### src/rtl/fp_mul_ctrl.sv
// fp_mul_ctrl: issue/writeback controller around a 2-stage binary32 multiplier.
//   Accepts one multiply at a time on a valid/ready request port and holds the
//   operands, rounding mode and tag stable while fp_mul works through both
//   stages. The result and exception flags are captured into a single-entry
//   response register with valid/ready. It also keeps a sticky CSR flag set
//   (fflags).
// Ports:
//   clk, rst                  clock, async active-high reset
//   in_valid/in_ready         request handshake
//   in_a, in_b, in_rm, in_tag operands, rounding mode (0 RNE, 1 RZ, 2 RDN, 3 RUP, 4 RMM), tag
//   flush                     synchronous abort of the in-flight op
//   res_valid/res_ready       response handshake
//   res_data, res_flags       product and {NV,DZ,OF,UF,NX} of this op
//   res_tag                   tag of this op
//   fflags, fflags_clr        sticky OR of loaded res_flags, and its clear
//
// fp_mul: binary32 multiplier (W must be 32) with two register stages.
//   Stage 1 registers the significand product. Stage 2 reads in1/in2/round_m
//   combinationally, so the caller holds them stable for the whole op.
// Ports:
//   clk, rst_n                clock, async active-low reset
//   act                       enables both register stages
//   in1, in2, round_m         operands and rounding mode
//   out, ov, un, inv, inexact registered result and IEEE exception flags

module fp_mul #(
  parameter int W = 32
) (
  input  logic         clk,
  input  logic         rst_n,
  input  logic         act,
  input  logic [W-1:0] in1,
  input  logic [W-1:0] in2,
  input  logic [2:0]   round_m,
  output logic [W-1:0] out,
  output logic         ov,
  output logic         un,
  output logic         inv,
  output logic         inexact
);

  localparam logic [2:0]  RM_RZ  = 3'd1;
  localparam logic [2:0]  RM_RDN = 3'd2;
  localparam logic [2:0]  RM_RUP = 3'd3;
  localparam logic [2:0]  RM_RMM = 3'd4;
  localparam logic [31:0] NANQ   = 32'h7FC0_0000;

  logic [7:0]         ea, eb, xa, xb;
  logic [22:0]        fa, fb;
  logic [23:0]        sig_a, sig_b;
  logic [47:0]        prod_q, norm;
  logic [5:0]         lz, sh;
  logic signed [10:0] e_r;
  logic [94:0]        den;
  logic               tiny, huge, sign;
  logic               a_nan, b_nan, a_snan, b_snan, a_inf, b_inf, a_zero, b_zero;

  logic [7:0]  exp_f;
  logic [22:0] mant;
  logic        g, s, inc, to_inf;
  logic [30:0] rounded;

  logic [W-1:0] out_nxt;
  logic         ov_nxt, un_nxt, inv_nxt, nx_nxt;

  assign ea    = in1[30:23];
  assign eb    = in2[30:23];
  assign fa    = in1[22:0];
  assign fb    = in2[22:0];
  assign sig_a = {|ea, fa};
  assign sig_b = {|eb, fb};
  // Subnormals share the exponent of the smallest normal.
  assign xa    = (ea == 8'd0) ? 8'd1 : ea;
  assign xb    = (eb == 8'd0) ? 8'd1 : eb;
  assign sign  = in1[31] ^ in2[31];

  assign a_nan  = (&ea) && (|fa);
  assign b_nan  = (&eb) && (|fb);
  assign a_snan = a_nan && !fa[22];
  assign b_snan = b_nan && !fb[22];
  assign a_inf  = (&ea) && !(|fa);
  assign b_inf  = (&eb) && !(|fb);
  assign a_zero = (in1[30:0] == 31'd0);
  assign b_zero = (in2[30:0] == 31'd0);

  always_ff @(posedge clk or negedge rst_n) begin
    if (!rst_n) prod_q <= '0;
    else if (act) prod_q <= 48'(sig_a) * 48'(sig_b);
  end

  always_comb begin
    lz = 6'd0;
    for (int i = 0; i < 48; i++)
      if (prod_q[i]) lz = 6'(47 - i);
  end

  // norm has its leading one at bit 47; e_r is the biased exponent of that value.
  assign norm = prod_q << lz;
  assign e_r  = 11'(xa) + 11'(xb) - 11'd126 - 11'(lz);
  // Tininess is detected before rounding.
  assign tiny = e_r < 11'sd1;
  assign huge = e_r > 11'sd254;
  assign sh   = (e_r < -11'sd62) ? 6'd63 : 6'(11'sd1 - e_r);
  assign den  = {norm, 47'd0} >> sh;

  always_comb begin
    if (tiny) begin
      // A surviving hidden bit would carry into exponent field 1.
      exp_f = {7'd0, den[94]};
      mant  = den[93:71];
      g     = den[70];
      s     = |den[69:0];
    end else begin
      exp_f = e_r[7:0];
      mant  = norm[46:24];
      g     = norm[23];
      s     = |norm[22:0];
    end
  end

  always_comb begin
    case (round_m)
      RM_RZ:   begin inc = 1'b0;               to_inf = 1'b0;  end
      RM_RDN:  begin inc = sign & (g | s);     to_inf = sign;  end
      RM_RUP:  begin inc = !sign & (g | s);    to_inf = !sign; end
      RM_RMM:  begin inc = g;                  to_inf = 1'b1;  end
      default: begin inc = g & (s | mant[0]); to_inf = 1'b1;  end
    endcase
  end

  // Mantissa carry ripples into the exponent field; 0xFF there means overflow.
  assign rounded = {exp_f, mant} + 31'(inc);

  always_comb begin
    out_nxt = '0;
    ov_nxt  = 1'b0;
    un_nxt  = 1'b0;
    inv_nxt = 1'b0;
    nx_nxt  = 1'b0;
    if (a_nan || b_nan || (a_inf && b_zero) || (b_inf && a_zero)) begin
      out_nxt = NANQ;
      inv_nxt = a_snan || b_snan || (a_inf && b_zero) || (b_inf && a_zero);
    end else if (a_inf || b_inf) begin
      out_nxt = {sign, 8'hFF, 23'd0};
    end else if (a_zero || b_zero) begin
      out_nxt = {sign, 31'd0};
    end else if (huge || (rounded[30:23] == 8'hFF)) begin
      out_nxt = to_inf ? {sign, 8'hFF, 23'd0} : {sign, 8'hFE, {23{1'b1}}};
      ov_nxt  = 1'b1;
      nx_nxt  = 1'b1;
    end else begin
      out_nxt = {sign, rounded};
      nx_nxt  = g | s;
      un_nxt  = tiny && (g | s);
    end
  end

  always_ff @(posedge clk or negedge rst_n) begin
    if (!rst_n) begin
      out     <= '0;
      ov      <= 1'b0;
      un      <= 1'b0;
      inv     <= 1'b0;
      inexact <= 1'b0;
    end else if (act) begin
      out     <= out_nxt;
      ov      <= ov_nxt;
      un      <= un_nxt;
      inv     <= inv_nxt;
      inexact <= nx_nxt;
    end
  end

endmodule

// state | meaning
// IDLE  | no op in flight, request port open
// S1    | operands held, fp_mul stage-1 register loads at end of cycle
// S2    | operands held, fp_mul output registers load at end of cycle
// WB    | fp_mul outputs valid, waiting for a free response slot
module fp_mul_ctrl #(
  parameter int W    = 32,
  parameter int TAGW = 4
) (
  input  logic            clk,
  input  logic            rst,
  input  logic            in_valid,
  output logic            in_ready,
  input  logic [W-1:0]    in_a,
  input  logic [W-1:0]    in_b,
  input  logic [2:0]      in_rm,
  input  logic [TAGW-1:0] in_tag,
  input  logic            flush,
  output logic            res_valid,
  input  logic            res_ready,
  output logic [W-1:0]    res_data,
  output logic [4:0]      res_flags,
  output logic [TAGW-1:0] res_tag,
  output logic [4:0]      fflags,
  input  logic            fflags_clr
);

  typedef enum logic [1:0] {IDLE, S1, S2, WB} state_t;

  state_t          state, state_nxt;
  logic [W-1:0]    a_q, b_q;
  logic [2:0]      rm_q;
  logic [TAGW-1:0] tag_q;
  logic            act, slot_free, accept, load;
  logic [W-1:0]    mul_out;
  logic            mul_ov, mul_un, mul_inv, mul_nx;
  logic [4:0]      mul_flags;

  assign slot_free = !res_valid || res_ready;
  assign accept    = in_valid && in_ready && !flush;
  assign load      = (state == WB) && slot_free && !flush;
  assign mul_flags = {mul_inv, 1'b0, mul_ov, mul_un, mul_nx};

  always_ff @(posedge clk or posedge rst) begin
    if (rst) state <= IDLE;
    else     state <= state_nxt;
  end

  always_comb begin
    state_nxt = state;
    case (state)
      IDLE: if (accept) state_nxt = S1;
      S1:   state_nxt = flush ? IDLE : S2;
      S2:   state_nxt = flush ? IDLE : WB;
      WB: begin
        if (flush)          state_nxt = IDLE;
        else if (slot_free) state_nxt = in_valid ? S1 : IDLE;
      end
      default: state_nxt = IDLE;
    endcase
  end

  always_comb begin
    in_ready = (state == IDLE) || ((state == WB) && slot_free);
    act      = (state != IDLE);
  end

  always_ff @(posedge clk or posedge rst) begin
    if (rst) begin
      a_q       <= '0;
      b_q       <= '0;
      rm_q      <= '0;
      tag_q     <= '0;
      res_valid <= 1'b0;
      res_data  <= '0;
      res_flags <= '0;
      res_tag   <= '0;
      fflags    <= '0;
    end else begin
      if (accept) begin
        a_q   <= in_a;
        b_q   <= in_b;
        rm_q  <= in_rm;
        tag_q <= in_tag;
      end
      if (load) begin
        res_data  <= mul_out;
        res_flags <= mul_flags;
        res_tag   <= tag_q;
      end
      // A reload on the same edge as a consume keeps the entry valid.
      if (load)           res_valid <= 1'b1;
      else if (res_ready) res_valid <= 1'b0;
      fflags <= (fflags_clr ? 5'd0 : fflags) | (load ? mul_flags : 5'd0);
    end
  end

  fp_mul #(.W(W)) u_fp_mul (
    .clk     (clk),
    .rst_n   (~rst),
    .act     (act),
    .in1     (a_q),
    .in2     (b_q),
    .round_m (rm_q),
    .out     (mul_out),
    .ov      (mul_ov),
    .un      (mul_un),
    .inv     (mul_inv),
    .inexact (mul_nx)
  );

endmodule

### config.mk
export PLATFORM = sky130hd
export DESIGN_NAME = fp_mul_ctrl
export DESIGN_NICKNAME = d
export VERILOG_FILES = /design/src/rtl/fp_mul_ctrl.sv
export SDC_FILE = /design/constraint.sdc
export NUM_CORES = 2
export LEC_CHECK = 0
export ABC_AREA = 1
export CAP_MARGIN = 0
export CORE_MARGIN = 5
export CORE_UTILIZATION = 50
export DETAILED_ROUTE_END_ITERATION = 8
export PLACE_DENSITY = 0.67
export REMOVE_ABC_BUFFERS = 1
export SETUP_SLACK_MARGIN = 0.3
export SYNTH_ARGS = -nofsm -noshare
export SYNTH_HDL_FRONTEND = slang
export SYNTH_SLANG_ARGS = --single-unit
### constraint.sdc
create_clock -name clk -period 10.05 [get_ports clk]
set_input_delay 2.01 -clock clk [delete_from_list [all_inputs] [get_ports clk]]
set_output_delay 2.01 -clock clk [all_outputs]
set_load 0.02 [all_outputs]
==> After elaboration in Yosys (flattened, before gate mapping) <==
Index checks and enable logic that the tools add are counted.
{ "totals": {"reg_bits": 203, "inputBits": 77, "output_inout_bits": 48, "word_cells": 177} }
{ "classes": {"add_sub_neg": 5, "mul": 1, "magnitude_cmp": 3, "eq_ne": 10, "shifts": 2, "muxes": 86, "n_bitwise": 7, "reduce_logical": 47} }
{ "ops": {"columns": ["op", "count"], "rows": [
  ["6-bit 2-to-1 mux", 49],
  ["95-bit by 6-bit >> shifter with 95-bit output", 1],
  ["31-bit 2-to-1 mux", 3],
  ["70-bit OR reduction", 1],
  ["23-bit OR reduction", 3],
  ["31-bit zero test", 2],
  ["24-bit by 24-bit multiplier with 48-bit output", 1],
  ["48-bit by 6-bit << shifter with 48-bit output", 1],
  ["32-bit 2-to-1 mux", 1],
  ["31-bit by 1-bit adder with 31-bit output", 1],
  ["24-bit 2-to-1 mux", 1],
  ["8-bit 2-to-1 mux", 3],
  ["23-bit 2-to-1 mux", 1],
  ["1-bit 2-to-1 mux", 18],
  ["8-bit zero test", 2],
  ["8-bit AND reduction", 2],
  ["8-bit OR reduction", 2],
  ["1-bit logical AND", 13],
  ["11-bit by 9-bit greater-than comparator with 1-bit output (second input constant)", 1],
  ["1-bit logical OR", 11],
  ["11-bit by 2-bit < comparator with 1-bit output (second input constant)", 1],
  ["11-bit by 7-bit < comparator with 1-bit output (second input constant)", 1],
  ["11-bit by 6-bit subtractor with 11-bit output", 1],
  ["11-bit by 7-bit subtractor with 11-bit output (second input constant)", 1],
  ["23 further kinds", 40]
]} }

==> Longest topological paths before layout <==
{ "depth": {"ltp_word": 64, "depth_mapped": 107, "depth_no_buf": 100} }

==> Cells and area by module <==
From an unflattened synthesis, not the netlist that was laid out.
{ "unflattened": {"hier_cells": 5009, "area_unflattened_um2": 35069.9} }
{ "modules_own_cells": {"columns": ["module", "instances", "cells_per_inst", "area_per_inst_um2", "seq_area_each_um2"], "rows": [
  ["fp_mul", 1, 4498, 30365.4, 2102.0],
  ["fp_mul_ctrl", 1, 511, 4704.5, 2952.8]
]} }

==> Least setup slack after synthesis <==
Ideal clock, no wire load.
{ "synth_timing": {"path_kind": "register -> register", "start": "reg u_fp_mul.prod_q[2]", "end": "reg u_fp_mul.out[15]", "setup_time_ns": 0.137, "arrival_ns": 8.883, "t_required_ns": 9.913, "path_slack_ns": 1.030, "path_stages_with_launch": 99, "n_path_buf": 5, "synth_period_minus_slack_ns": 9.020, "cell_sequence": "dfrtp_1 inv_2 nand2_1 nand2_1 nand2_1 nand2_1 nand2_1 nand2_1 nand2_1 nand2_1 nand2_1 nand2_1 nand2_1 nand2_1 nand2_1 nand2_1 nand2_1 nand2_1 [... 63 more ...] nand2_1 nand3_1 ha_1 ha_1 nand2_2 nor2_4 nand2_2 nor2_4 nand2_1 nand2_1 nand2_1 nand2_1 nor2_1 nand2_1 nand2_2 nand2_1 nand2_1 o22ai_1"} }
{ "synth_via": {"elab_chain_cells": 62, "word_cells_on_any_way": 73, "classes_between": "add/sub: 3; order compare: 3; eq/ne: 1; shift: 2; mux: 56; bitwise: 5; reduce/logical: 3"} }
{ "synth_rtl": {"columns": ["item", "line_no", "text"], "rows": [
  ["start: declaration", "51", "logic [47:0] prod_q, norm;"],
  ["start signal: assignment", "88", "else if (act) prod_q <= 48'(sig_a) * 48'(sig_b);"],
  ["6-bit 2-to-1 mux (46 in series)", "94", "if (prod_q[i]) lz = 6'(47 - i);"],
  ["11-bit by 6-bit subtractor with 11-bit output", "99", "assign e_r = 11'(xa) + 11'(xb) - 11'd126 - 11'(lz);"],
  ["11-bit by 7-bit < comparator with 1-bit output / 2-bit by 6-bit subtractor with 6-bit output (equally long branches)", "103", "assign sh = (e_r < -11'sd62) ? 6'd63 : 6'(11'sd1 - e_r);"],
  ["6-bit 2-to-1 mux", "103", null],
  ["95-bit by 6-bit >> shifter with 95-bit output", "104", "assign den = {norm, 47'd0} >> sh;"],
  ["70-bit OR reduction", "112", "s = |den[69:0];"],
  ["1-bit 2-to-1 mux", "107", "if (tiny) begin"],
  ["1-bit bitwise OR (on tied branches)", "127, 124, 125", null],
  ["1-bit bitwise AND (on tied branches)", "127, 124, 125", null],
  ["1-bit case mux with 4 select lines", "122", "case (round_m)"],
  ["31-bit by 1-bit adder with 31-bit output", "132", "assign rounded = {exp_f, mant} + 31'(inc);"],
  ["8-bit == test", "147", "end else if (huge || (rounded[30:23] == 8'hFF)) begin"],
  ["1-bit logical OR", "147", null],
  ["31-bit 2-to-1 mux (*)", "147", null],
  ["31-bit 2-to-1 mux (*)", "145", "end else if (a_zero || b_zero) begin"],
  ["31-bit 2-to-1 mux (*)", "143", "end else if (a_inf || b_inf) begin"],
  ["32-bit 2-to-1 mux (*)", "140", "if (a_nan || b_nan || (a_inf && b_zero) || (b_inf && a_zero)) begin"],
  ["end signal: assignment", "166", "out <= out_nxt;"],
  ["end: declaration", "35", "output logic [W-1:0] out,"]
]} }
Mark *: on every way between the ends. The rest lies on a longest branch, timed or not.
A chain may end at the register's enable or synchronous reset.

==> Worst setup path after layout <==
{ "layout_timing": {"start": "reg u_fp_mul.prod_q[1]", "end": "reg u_fp_mul.out[12]"} }
{ "layout_via": {"elab_chain_cells": 63, "word_cells_on_any_way": 74, "classes_between": "add/sub: 3; order compare: 3; eq/ne: 1; shift: 2; mux: 57; bitwise: 5; reduce/logical: 3"} }
{ "layout_rtl": {"columns": ["item", "line_no"], "rows": [
  ["6-bit 2-to-1 mux (47 in series)", "94"],
  ["11-bit by 6-bit subtractor with 11-bit output", "99"],
  ["11-bit by 7-bit < comparator with 1-bit output / 2-bit by 6-bit subtractor with 6-bit output (equally long branches)", "103"],
  ["6-bit 2-to-1 mux", "103"],
  ["95-bit by 6-bit >> shifter with 95-bit output", "104"],
  ["70-bit OR reduction", "112"],
  ["1-bit 2-to-1 mux", "107"],
  ["1-bit bitwise OR (on tied branches)", "127, 124, 125"],
  ["1-bit bitwise AND (on tied branches)", "127, 124, 125"],
  ["1-bit case mux with 4 select lines", "122"],
  ["31-bit by 1-bit adder with 31-bit output", "132"],
  ["8-bit == test", "147"],
  ["1-bit logical OR", "147"],
  ["31-bit 2-to-1 mux (*)", "147"],
  ["31-bit 2-to-1 mux (*)", "145"],
  ["31-bit 2-to-1 mux (*)", "143"],
  ["32-bit 2-to-1 mux (*)", "140"]
]} }
Marks and branches as above.

==> metrics.txt <==
first drt pass iteration count 6; CP Data Required Time 10.49 ns; RSZ-0062 raised after global routing false; Reg area 5055 um^2; DPL Wire Length 82790 um; CTS tree built; Critical Path Fanout Max 24; status finished, final reports clean; non-filler instance count after layout 5891; antenna violations before repair 0; Yosys reg bits 202; crit-path max cell delay 0.39 ns; CP Capture Type flip-flop; area of the die 74660 um^2; P&R area growth vs syn 10.63%; Synth Warn # 0; crit path DAT 9.37 ns; commonest non-fill, non-tap cell in the layout nand2_1; post-synthesis cell count 4958; GRT Util Overall 28.45%; CTS buffer count 27; mux cell area share after synthesis 0.05778%; wire length per cell 18.12 um; Final Setup Violations 0; Final ANT Viol Nets 0; Adder-Cell Fraction of Synth Area 35.15%; simple-gate portion of the synthesized area 29.33%; DR vias 31890; largest net degree at the start of global routing 138; GRT met2 Usage 46.07%; Inst Count DP 5818; Max Buffers Root-to-Sink 3; cts-stage hold buffer count 0; sequential area share after synthesis 14.59%; GRT Max-Usage Layer met2; layout cell share with drive strength beyond 1 5.968%; crit start category flip-flop; Syn Area/Cell 6.989 um^2; vias in the first global route 31910; DIE WIDTH 273.2 um; largest family of logic cells by synthesized area adder cells; min-delay worst type reg -> reg; most frequent cells in the layout nand2_1 (1436), inv_1 (919), nand3_1 (601), fa_1 (483), dfrtp_1 (202); cell mode on critical path nand2_1; worst skew pair latency 0.59 ns; Worst slew margin 19.68%; area occupied by multi-input gates 25220 um^2; Post-Syn Area 34650 um^2; PortBufs 122; Initial DRC Count 2973; R2R setup slack 1.12 ns; Die H 273.2 um; first-pass GRT wire length 171700 um; EDFF count, synth 0; maximum clock frequency 112.0 MHz; FFs w/ async S/R, synth 100.0%; clk root buf clkbuf_16; Post-synth top flop dfrtp_1; Via-to-Cell Ratio 5.414; Clock Skew 0.03054 ns; endpoints failing hold 0; CP max stage cell dfrtp_1; Synth top area share 27.96%; Core Area 68710 um^2; FILL cells 6799; crit path time final 8.929 ns; period utilization 88.85%; met3 Resource Use GR 3.804%; Yosys top cell by area fa_1; GP Congestion 0.9755; GR Util met1 39.68%; n_diodes 0; Least-Margin Pin Slew 1.194 ns; H-tree levels 1; layout net count 5703; Initial Util 50.43%; top post-synthesis cells by area fa_1 (28%), nand2_1 (16%), dfrtp_1 (15%), inv_1 (10%), nand3_1 (8.8%); drt total wl 106700 um; Cell variety after synth 55; CP Class reg -> reg; max-cap viol count 0; Synth Area in XOR/XNOR 1.416%; max-slew violation count 0; clock slew at reported path FFs 0.06 ns; gr ovfl total 0; # IOs 125; Cell Rows 96; Remaining DRCs 0; clock sinks 202; Synth Area in Compound Gates 5.926%
registers in the layout, indices dropped and copies added, names as in the netlist, 2 cells and up:
name and cells:
a_q 32, b_q 32, fflags 4, res_data 32, res_flags 4, res_tag 4, rm_q 3, state 2
tag_q 4, u_fp_mul.out 32, u_fp_mul.prod_q 48
cell type report:
type                    instances  share of cell area, %
multi-input cells            3528                  65.80
inverters                     941                  9.303
repair buffers                242                  6.133
clock buffers                  32                  1.916
well taps                     931                  3.039
repair inverters                1                0.02285
flip-flops and latches        202                  13.19
clock inverters                14                 0.5973
cell families (layout without fill, tap and decap cells):
logic type                 Yosys count  in the layout
AOI/OAI and AO/OA                  380            380
xor gates and xnor gates            56             56
adders and majority gates          683            683
buffers and inverters             1229           1230
DFF                                202            202
muxes                                2              2
other                                1              2
and+or+nand+nor                   2405           2405
layer usage:
| metal | part of all wire (%) | vias up |
|---|---|---|
| met5 | 0 | - |
| met4 | 4.1 | 0 |
| met3 | 8.3 | 220 |
| met2 | 46 | 1317 |
| met1 | 42 | 15230 |
| li1 | - | 15130 |
through the flow:
stage	hold WS [ns]	instance area, um^2	TNS, ns	utilization, %	setup WS, ns
final	0.4766	38330	0	55.79	1.121
after floorplan	0.4439	33500	-94.41	-	-3.059
after global routing	0.5129	38330	0	55.79	0.2001
after CTS	0.4781	37650	0	54.81	0.3092
after global placement	0.4588	36690	0	53.40	0.4198
after detailed placement	0.4630	36690	0	53.40	0.2344
path summary, 6_finish.rpt:
| path | startpoint | depth (start not counted) | endpoint |
|---|---|---|---|
| hold reg to reg | res_data[22] | 2 | res_data[22] |
| setup reg to reg | u_fp_mul.prod_q[1] | 94 | u_fp_mul.out[12] |
| hold / removal | res_data[22] | 2 | res_data[22] |
| min in group asynchronous | rst | 2 | res_tag[0] |
| max in group asynchronous | rst | 3 | b_q[7] |
| setup / recovery | u_fp_mul.prod_q[1] | 94 | u_fp_mul.out[12] |
critical path, delay by kind of cell, from the launching register on:
family | cells | cell delay [ns]
simple gates | 68 | 4.64
compound gates | 12 | 1.93
buf+inv | 9 | 0.94
fa+ha+maj | 5 | 0.89
flops | 1 | 0.39
Yosys cell counts, drive strengths merged, types with 40 or more instances:
cell	n
nand2	1463
o21ai	213
ha	199
buf	56
clkbuf	232
inv	931
nor2	213
fa	484
dfrtp	202
a21oi	96
nand4	40
nand3	611
what timing repair did:
action	CTS	global route
cloned	0	8
pin swaps	0	33
resized for setup	2	124
setup endpoints to repair	13	33
buffers inserted	0	19
Power is not shown: default switching activity piles up to over one toggle a cycle in this logic, so the estimate is an artifact.
